File: src/rtl/dsi_pixel_fetcher.sv
// Frame/line pixel fetcher: runs the source frame handshake, pulls 24-bit pixels
// through a 2-entry skid buffer and serialises them as an R,G,B byte stream.
module dsi_pixel_fetcher #(
    parameter int unsigned g_size_width = 12,
    parameter int unsigned g_buf_depth  = 2
) (
    input  logic                    clk_i,
    input  logic                    rst_n_i,
    input  logic                    enable_i,
    input  logic [g_size_width-1:0] h_size_i,
    input  logic [g_size_width-1:0] v_size_i,
    input  logic                    frame_start_i,
    input  logic                    line_req_i,
    input  logic                    fifo_empty_i,
    output logic                    fifo_rd_o,
    input  logic [23:0]             fifo_pixels_i,
    output logic                    pix_next_frame_o,
    input  logic                    pix_vsync_i,
    output logic [7:0]              byte_o,
    output logic                    byte_valid_o,
    input  logic                    byte_ready_i,
    output logic                    line_done_o,
    output logic                    frame_done_o,
    output logic                    busy_o
);

    typedef enum logic [2:0] {
        ST_IDLE,
        ST_REQ,
        ST_SYNC,
        ST_LWAIT,
        ST_FETCH
    } state_t;

    localparam logic [g_size_width-1:0] size_one = g_size_width'(1);
    localparam logic [1:0]              buf_lim  = 2'(g_buf_depth);

    state_t                  state_q, state_d;
    logic [g_size_width-1:0] h_size_q, h_size_d;
    logic [g_size_width-1:0] v_size_q, v_size_d;
    logic [g_size_width-1:0] ycnt_q, ycnt_d;
    logic [g_size_width-1:0] rd_left_q, rd_left_d;
    logic [g_size_width-1:0] pix_left_q, pix_left_d;
    logic [1:0]              byte_idx_q, byte_idx_d;
    logic [1:0]              cnt_q, cnt_d;
    logic                    wr_ptr_q, wr_ptr_d;
    logic                    rd_ptr_q, rd_ptr_d;
    logic                    inflight_q, inflight_d;
    logic [23:0]             buf_q [g_buf_depth];

    logic [23:0]             head_pix;
    logic [g_size_width-1:0] ycnt_inc;
    logic                    in_fetch;
    logic                    byte_valid;
    logic                    fire;
    logic                    pop;
    logic                    last_pop;
    logic                    rd_en;
    logic                    push;

    assign in_fetch   = enable_i && (state_q == ST_FETCH);
    assign head_pix   = buf_q[rd_ptr_q];
    assign byte_valid = in_fetch && (cnt_q != 2'd0);
    assign fire       = byte_valid && byte_ready_i;
    assign pop        = fire && (byte_idx_q == 2'd2);
    assign last_pop   = pop && (pix_left_q == size_one);
    assign ycnt_inc   = ycnt_q + size_one;
    assign push       = inflight_q;
    // The in-flight read reserves a buffer slot so captured data always has room.
    assign rd_en      = in_fetch && !fifo_empty_i && (rd_left_q != '0)
                        && ((cnt_q + {1'b0, inflight_q}) < buf_lim);

    always_comb begin
        // NOTE: every always_comb target gets a default first so no latch is inferred.
        state_d    = state_q;
        h_size_d   = h_size_q;
        v_size_d   = v_size_q;
        ycnt_d     = ycnt_q;
        rd_left_d  = rd_left_q;
        pix_left_d = pix_left_q;
        byte_idx_d = byte_idx_q;
        cnt_d      = cnt_q + {1'b0, push} - {1'b0, pop};
        wr_ptr_d   = push ? ~wr_ptr_q : wr_ptr_q;
        rd_ptr_d   = pop ? ~rd_ptr_q : rd_ptr_q;
        inflight_d = rd_en;

        if (rd_en) rd_left_d = rd_left_q - size_one;
        if (pop) pix_left_d = pix_left_q - size_one;
        if (fire) byte_idx_d = (byte_idx_q == 2'd2) ? 2'd0 : byte_idx_q + 2'd1;

        case (state_q)
            ST_IDLE: begin
                if (frame_start_i && (h_size_i != '0) && (v_size_i != '0)) begin
                    h_size_d = h_size_i;
                    v_size_d = v_size_i;
                    ycnt_d   = '0;
                    state_d  = ST_REQ;
                end
            end
            ST_REQ:   if (pix_vsync_i) state_d = ST_SYNC;
            ST_SYNC:  if (!pix_vsync_i) state_d = ST_LWAIT;
            ST_LWAIT: begin
                if (line_req_i) begin
                    rd_left_d  = h_size_q;
                    pix_left_d = h_size_q;
                    byte_idx_d = 2'd0;
                    state_d    = ST_FETCH;
                end
            end
            ST_FETCH: begin
                if (last_pop) begin
                    ycnt_d  = ycnt_inc;
                    state_d = (ycnt_inc == v_size_q) ? ST_IDLE : ST_LWAIT;
                end
            end
            default: state_d = ST_IDLE;
        endcase

        // Abort wins over everything: drop buffered and in-flight pixels.
        if (!enable_i) begin
            state_d    = ST_IDLE;
            cnt_d      = 2'd0;
            wr_ptr_d   = 1'b0;
            rd_ptr_d   = 1'b0;
            inflight_d = 1'b0;
            byte_idx_d = 2'd0;
        end
    end

    always_ff @(posedge clk_i or negedge rst_n_i) begin
        if (!rst_n_i) begin
            // NOTE: sequential state uses non-blocking assignments only.
            state_q    <= ST_IDLE;
            h_size_q   <= '0;
            v_size_q   <= '0;
            ycnt_q     <= '0;
            rd_left_q  <= '0;
            pix_left_q <= '0;
            byte_idx_q <= 2'd0;
            cnt_q      <= 2'd0;
            wr_ptr_q   <= 1'b0;
            rd_ptr_q   <= 1'b0;
            inflight_q <= 1'b0;
        end else begin
            state_q    <= state_d;
            h_size_q   <= h_size_d;
            v_size_q   <= v_size_d;
            ycnt_q     <= ycnt_d;
            rd_left_q  <= rd_left_d;
            pix_left_q <= pix_left_d;
            byte_idx_q <= byte_idx_d;
            cnt_q      <= cnt_d;
            wr_ptr_q   <= wr_ptr_d;
            rd_ptr_q   <= rd_ptr_d;
            inflight_q <= inflight_d;
        end
    end

    // NOTE: pixel storage is not reset; cnt_q alone decides which entries are valid.
    always_ff @(posedge clk_i) begin
        if (push) buf_q[wr_ptr_q] <= fifo_pixels_i;
    end

    always_comb begin
        byte_o = 8'h00;
        if (byte_valid) begin
            case (byte_idx_q)
                2'd0:    byte_o = head_pix[23:16];
                2'd1:    byte_o = head_pix[15:8];
                default: byte_o = head_pix[7:0];
            endcase
        end
    end

    assign fifo_rd_o        = rd_en;
    assign byte_valid_o     = byte_valid;
    assign pix_next_frame_o = enable_i && (state_q == ST_REQ);
    assign line_done_o      = last_pop;
    assign frame_done_o     = last_pop && (ycnt_inc == v_size_q);
    assign busy_o           = (state_q != ST_IDLE);

endmodule

File: config.mk
export PLATFORM = sky130hd
export DESIGN_NAME = dsi_pixel_fetcher
export DESIGN_NICKNAME = d
export VERILOG_FILES = /design/src/rtl/dsi_pixel_fetcher.sv
export SDC_FILE = /design/constraint.sdc
export NUM_CORES = 1
export LEC_CHECK = 0
export BUFFER_PORTS_ARGS = -buffer_cell sky130_fd_sc_hd__buf_2
export CAP_MARGIN = 25
export CORE_MARGIN = 2
export CORE_UTILIZATION = 35
export DETAILED_ROUTE_END_ITERATION = 7
export PLACE_DENSITY = 0.56
export SLEW_MARGIN = 20
export SYNTH_ARGS = -nofsm -noshare
export SYNTH_HDL_FRONTEND = slang
export SYNTH_SLANG_ARGS = --single-unit
File: constraint.sdc
create_clock -name clk_i -period 3.3 [get_ports clk_i]
set_clock_uncertainty 0.2 [all_clocks]
set_input_delay 0.33 -clock clk_i [delete_from_list [all_inputs] [get_ports clk_i]]
set_output_delay 0.33 -clock clk_i [all_outputs]
set_load 0.02 [all_outputs]
==> impl_metrics.yaml, run 1 <==
status:
  outcome: "completed"
floorplanning:
  pin_count: 70
  dieWidth_um: 131.5
  core.rowCount: 46
  core-area_um2: 15890
  start_util: 0.3581
  fp.dieArea_um2: 17290
  die-height_um: 131.5
timing:
  max_freq_mhz: 317.9
  drv_slew: 0
  setup_viol: 0
  relSlewSlack: 0.3987
  whs_ps: 40.02
  hold_viol: 0
  fin_tns_setup_ps: 0
  min_period_ps: 3145
  worst_slew_pin_slew_ps: 902.0
  period_share: 0.9531
  rsz0062_at_grt: "false"
synthesis:
  yosys_register_bits: 118
  syn_nets: 565
  avgSynthCellArea_um2: 11.33
  ys_seq_area_frac: 0.5612
  synth.distinct_cells: 57
  synth-simple-area-share: 0.1575
  synthTopCellsByArea: "dfrtp_1 (31%), edfxtp_1 (25%), mux2_1 (4.8%)"
  ys_warn_count: 0
  synth_most_common_cell: "dfrtp_1"
  synthMuxAreaShare: 0.08357
  synth_ff_type: "dfrtp_1"
  yosys.area_share.adder: 0.01539
  synth_top_area_frac: 0.3079
  synth_top_family_by_area: "simple AND/OR/NAND/NOR gates"
  synth_area_um2: 5689
  synthCells: 502
  synthArstFlopShare: 0.5932
  synth_commonest_cells: "dfrtp_1 (70), edfxtp_1 (48), nor2_1 (47), a21oi_1 (39), nand2_1 (34)"
  synth_xor_area_frac: 0.06642
  synth-compound-area-share: 0.09281
  synth_edf_count: 48
  yosysTopAreaCell: "dfrtp_1"
setup_path:
  crit_path_max_fanout: 13
  cp.arrival_ps: 2620
  setup.worst_path.start_class: "register"
  r2r-end: "ycnt_q[3]"
  r2r_cells: 7
  worst-setup-path-type: "register to output port"
  crit_required_ps: 2770
  worstReg2RegStart: "state_q[0]"
  setup.worst_path.start: "state_q[0]"
  r2r_slack_ps: 700
  cp-end-kind: "output port"
placement:
  place.gp.congestion: 0.7978
  dp_hpwl_um: 8719
  port_buffers: 69
cts:
  cts_htree_levels: 4
  post_cts_buffers: 0
  cts_buffers: 17
  cts_root_buffer: "clkbuf_16"
  cts.reportedPaths.clkPinSlew_ps: 60
  clockBufferDepth: 2
  clkLatencyLatePin_ps: 420
  cts.sinks: 118
  cts_tree: "yes"
power_and_ir_drop:
  ir_worst_vdd_v: 0.0003500
  p_total_mw: 5.119
  p_leak_nw: 2.938
  pwr_density_cell_nw_per_um2: 691.2
detailed_routing:
  drt_wl_total_um: 12920
  initialDrtViolationCount: 285
  first_pass_iters: 4
  wl_per_cell_um: 15.07
  drc: 0
  ant_nets: 0
  num_vias: 4271
  viasPerCell: 4.984
layout:
  drive_gt1_frac: 0.1969
  synthToLayoutAreaGrowth_pct: 30.17
  nets: 690
grt:
  grt_overflow: 0
  grt_start_max_net_pins: 71
  track_usage: 0.1564
  grt_pass1_vias: 4289
  grt_pass1_wl_um: 21420
  antenna_found_initial: 1
min_path:
  min_to: "wr_ptr_q"
  hold_depth: 2
  hp-start: "enable_i"
  hold_class: "input pin to register"
flow_run:
  cap_viol_max_count: 0
-- report_power, final --
group          switching (mW)  internal, mW  leakage (nW)
registers               0.288          1.86          1.30
clock network           0.718          1.21         0.296
logic                   0.510         0.540          1.35
total                    1.52          3.60          2.94
-- routing by layer --
metal	part of all wire	GRT usage
met5	0	0
met4	0.015	0.06522
met3	0.046	0.03974
met2	0.47	0.2469
met1	0.47	0.2048
-- per-stage QoR --
step             util  worst slack (ps)  std cells  area (um2)
2_1_floorplan       -             642.2        502        5689
3_3_place_gp   0.3960             503.0        775        6290
3_5_place_dp   0.3960             452.2        775        6290
4_1_cts        0.4657             7.417        856        7398
5_1_grt        0.4661             39.71        856        7403
6_report       0.4662             154.7        857        7406
-- cell usage in the layout (no fill, tap or decap), types with 15 or more instances in the layout --
cell	count
mux2_1	24
nor3_1	15
nand2_1	34
a21oi_1	39
nor2_1	47
clkbuf_16	17
mux2i_1	16
xnor2_1	25
dlygate4sd3_1	49
buf_2	69
dfrtp_1	70
edfxtp_1	48
o21ai_1	21
-- critical path, cell delays in order, from the launching register on --
cell and delay (ps):
dfrtp_1 490, or3b_4 450, or3_4 470, inv_6 120, nand3_2 140, nor3_1 310, buf_2 220
-- worst max path at each step --
stage	slack, ps	endpoint
global route	40	frame_done_o
floorplan	640	byte_o[6]
detailed placement	450	frame_done_o
CTS	7	frame_done_o
finish	150	frame_done_o
global placement	500	frame_done_o
-- kinds of logic (layout without fill, tap and decap cells) --
logic type | count (synthesis) | after routing
multiplexers | 43 | 43
XOR/XNOR | 40 | 40
other | 0 | 1
AND/OR/NAND/NOR | 169 | 169
AO/OA/AOI/OAI | 94 | 94
buffers and inverters | 31 | 169
flip-flops | 118 | 118
adder cells (fa/ha/maj) | 7 | 7
-- registers in the layout (all words and copies together) (netlist names), 2 cells and up --
signal      cells
h_size_q       12
v_size_q       12
pix_left_q     12
cnt_q           2
state_q         3
byte_idx_q      2
rd_left_q      12
ycnt_q         12
buf_q          48
-- cell type report --
type | count | area, um2
diodes | 1 | 2.502
clock buffers | 17 | 425.4
clock inverters | 15 | 192.7
fillers | 1481 | 8479
inverters | 9 | 38.79
multi-input cells | 353 | 2372
flip-flops and latches | 118 | 3193
well taps | 216 | 270.3
repair buffers | 128 | 910.9
-- what timing repair did --
item	in CTS	in global routing
hold buffers	49	0
gates resized for setup	0	1
endpoints found under the hold margin	142	0
setup endpoints to repair	0	1
Power figures use the tool's default switching activity.
==> run 2, diff against run 1 <==
--- a/config.mk
+++ b/config.mk
@@ -8,9 +8,10 @@
 export BUFFER_PORTS_ARGS = -buffer_cell sky130_fd_sc_hd__buf_2
 export CAP_MARGIN = 25
 export CORE_MARGIN = 2
-export CORE_UTILIZATION = 35
+export CORE_UTILIZATION = 57
 export DETAILED_ROUTE_END_ITERATION = 7
-export PLACE_DENSITY = 0.56
+export HOLD_SLACK_MARGIN = 0.12
+export PLACE_DENSITY = 0.81
 export SLEW_MARGIN = 20
 export SYNTH_ARGS = -nofsm -noshare
 export SYNTH_HDL_FRONTEND = slang
==> run 2 against run 1 <==
Net effect:
- global-route usage up 13 points
- count of clock-buffer cells in the layout grew 6
- total power grew 1.9%
- design area fell by 0.61%
- register-to-register slack got worse by 190 ps
- setup slack worse by 25 ps
- sequential cell count unchanged
- core utilization increased by 29 points
- largest power group unchanged
==> impl_metrics.yaml, run 2 (synthesis results as in run 1) <==
grt:
  antenna_found_initial: 0
  track_usage: 0.2912
  grt_overflow: 0
  grt_start_max_net_pins: 39
  grt_pass1_wl_um: 24370
  grt_pass1_vias: 4875
timing:
  fin_tns_setup_ps: 0
  rsz0062_at_grt: "false"
  setup_viol: 0
  relSlewSlack: 0.3673
  hold_viol: 0
  worst_slew_pin_slew_ps: 944.1
  max_freq_mhz: 315.4
  period_share: 0.9606
  drv_slew: 0
  min_period_ps: 3170
layout:
  drive_gt1_frac: 0.1969
  regMostFlops: "buf_q"
  synthToLayoutAreaGrowth_pct: 29.38
  multi_input_area_um2: 2377
  nets: 695
  final_common_cell: "buf_2"
  antenna_cells: 0
  regArea_um2: 3196
  layout_common_cells: "buf_2 (69), dfrtp_1 (68), dlygate4sd3_1 (53), edfxtp_1 (48), nor2_1 (47)"
  largest_reg_flops: 48
  nFillCells: 606
status:
  outcome: "completed"
floorplanning:
  fp.dieArea_um2: 10800
  pin_count: 70
  core-area_um2: 9729
  start_util: 0.5847
  dieWidth_um: 103.9
  core.rowCount: 36
  die-height_um: 103.9
placement:
  place.gp.congestion: 0.8232
  port_buffers: 69
  dp_hpwl_um: 8897
cts:
  clockBufferDepth: 2
  cts_buffers: 17
  cts.reportedPaths.clkPinSlew_ps: 60
  cts.sinks: 118
  cts_htree_levels: 4
  cts_tree: "yes"
  cts_root_buffer: "clkbuf_8"
  clkLatencyLatePin_ps: 530
detailed_routing:
  ant_nets: 0
  drt_wl_total_um: 15030
  wl_per_cell_um: 19.32
  drc: 0
  num_vias: 4649
  first_pass_iters: 5
  initialDrtViolationCount: 368
  viasPerCell: 5.976
min_path:
  hold_class: "input pin to register"
power_and_ir_drop:
  p_total_mw: 5.214
  pwr_density_cell_nw_per_um2: 708.3
  ir_worst_vdd_v: 0.0004491
  p_leak_nw: 2.969
flow_run:
  cap_viol_max_count: 0
setup_path:
  crit_path_max_fanout: 13
  crit_required_ps: 2770
  setup.worst_path.start_class: "register"
  cp.arrival_ps: 2640
  worst-setup-path-type: "register to output port"
  cp-end-kind: "output port"
## run 2: power breakdown
part	internal [mW]	switching, mW	leakage (nW)
Clock	1.31	0.637	0.310
Combinational	0.539	0.544	1.37
Sequential	1.86	0.324	1.29
## run 2: worst max-delay path: stages, from the launching register on
cell	delay, ps
dfrtp_2	490
or3b_4	470
or3_4	480
inv_6	120
nand3_2	160
inv_2	200
buf_2	190
## run 2: per-stage QoR
| stage | cell area [um2] | worst slack [ps] | utilization | cells | hold WS [ps] |
|---|---|---|---|---|---|
| final | 7361 | 129.9 | 0.7566 | 778 | 150.4 |
| after global routing | 7361 | 38.04 | 0.7566 | 778 | 170.6 |
| after CTS | 7353 | 1.448 | 0.7558 | 778 | 132.3 |
| after detailed placement | 6193 | 434.5 | 0.6366 | 693 | 283.7 |
| after global placement | 6193 | 558.4 | 0.6366 | 693 | 279.4 |
| after floorplan | 5689 | 642.2 | - | 502 | -165.6 |
## run 2: final cells by class
type | instances | share of cell area
Tap cell | 133 | 0.02261
Sequential cell | 118 | 0.4341
Clock buffer | 23 | 0.06510
Inverter | 9 | 0.005269
Multi-Input combinational cell | 353 | 0.3230
Clock inverter | 9 | 0.01972
Timing Repair Buffer | 133 | 0.1302
## run 2: timing repair
| item | 4_1_cts | 5_1_grt |
|---|---|---|
| hold endpoints to repair | 117 | 0 |
| endpoints found under the setup margin | 2 | 1 |
| setup buffers | 0 | 0 |
| pin swaps | 0 | 1 |
| hold buffers | 53 | 0 |
| resized for setup | 1 | 3 |
## run 2: final timing paths
kind                                     from           to  slack, ps  depth (start not counted)
worst max-delay path               state_q[1]  line_done_o        130                          6
worst min-delay path            frame_start_i   state_q[0]        150                          5
worst max register to register     state_q[1]   ycnt_q[11]        510                          7
worst min register to register    h_size_q[6]  h_size_q[6]        300                          1
max in group asynchronous             rst_n_i   state_q[1]       1840                          3
min in group asynchronous             rst_n_i  v_size_q[0]        270                          2
## run 2: layer usage
layer / global-route usage / wire [um] / part of all wire
met2: 0.4962 / 7673 / 0.51
met1: 0.3388 / 5796 / 0.39
met3: 0.07331 / 871 / 0.058
met5: 0 / 0 / 0
met4: 0.1564 / 692 / 0.046
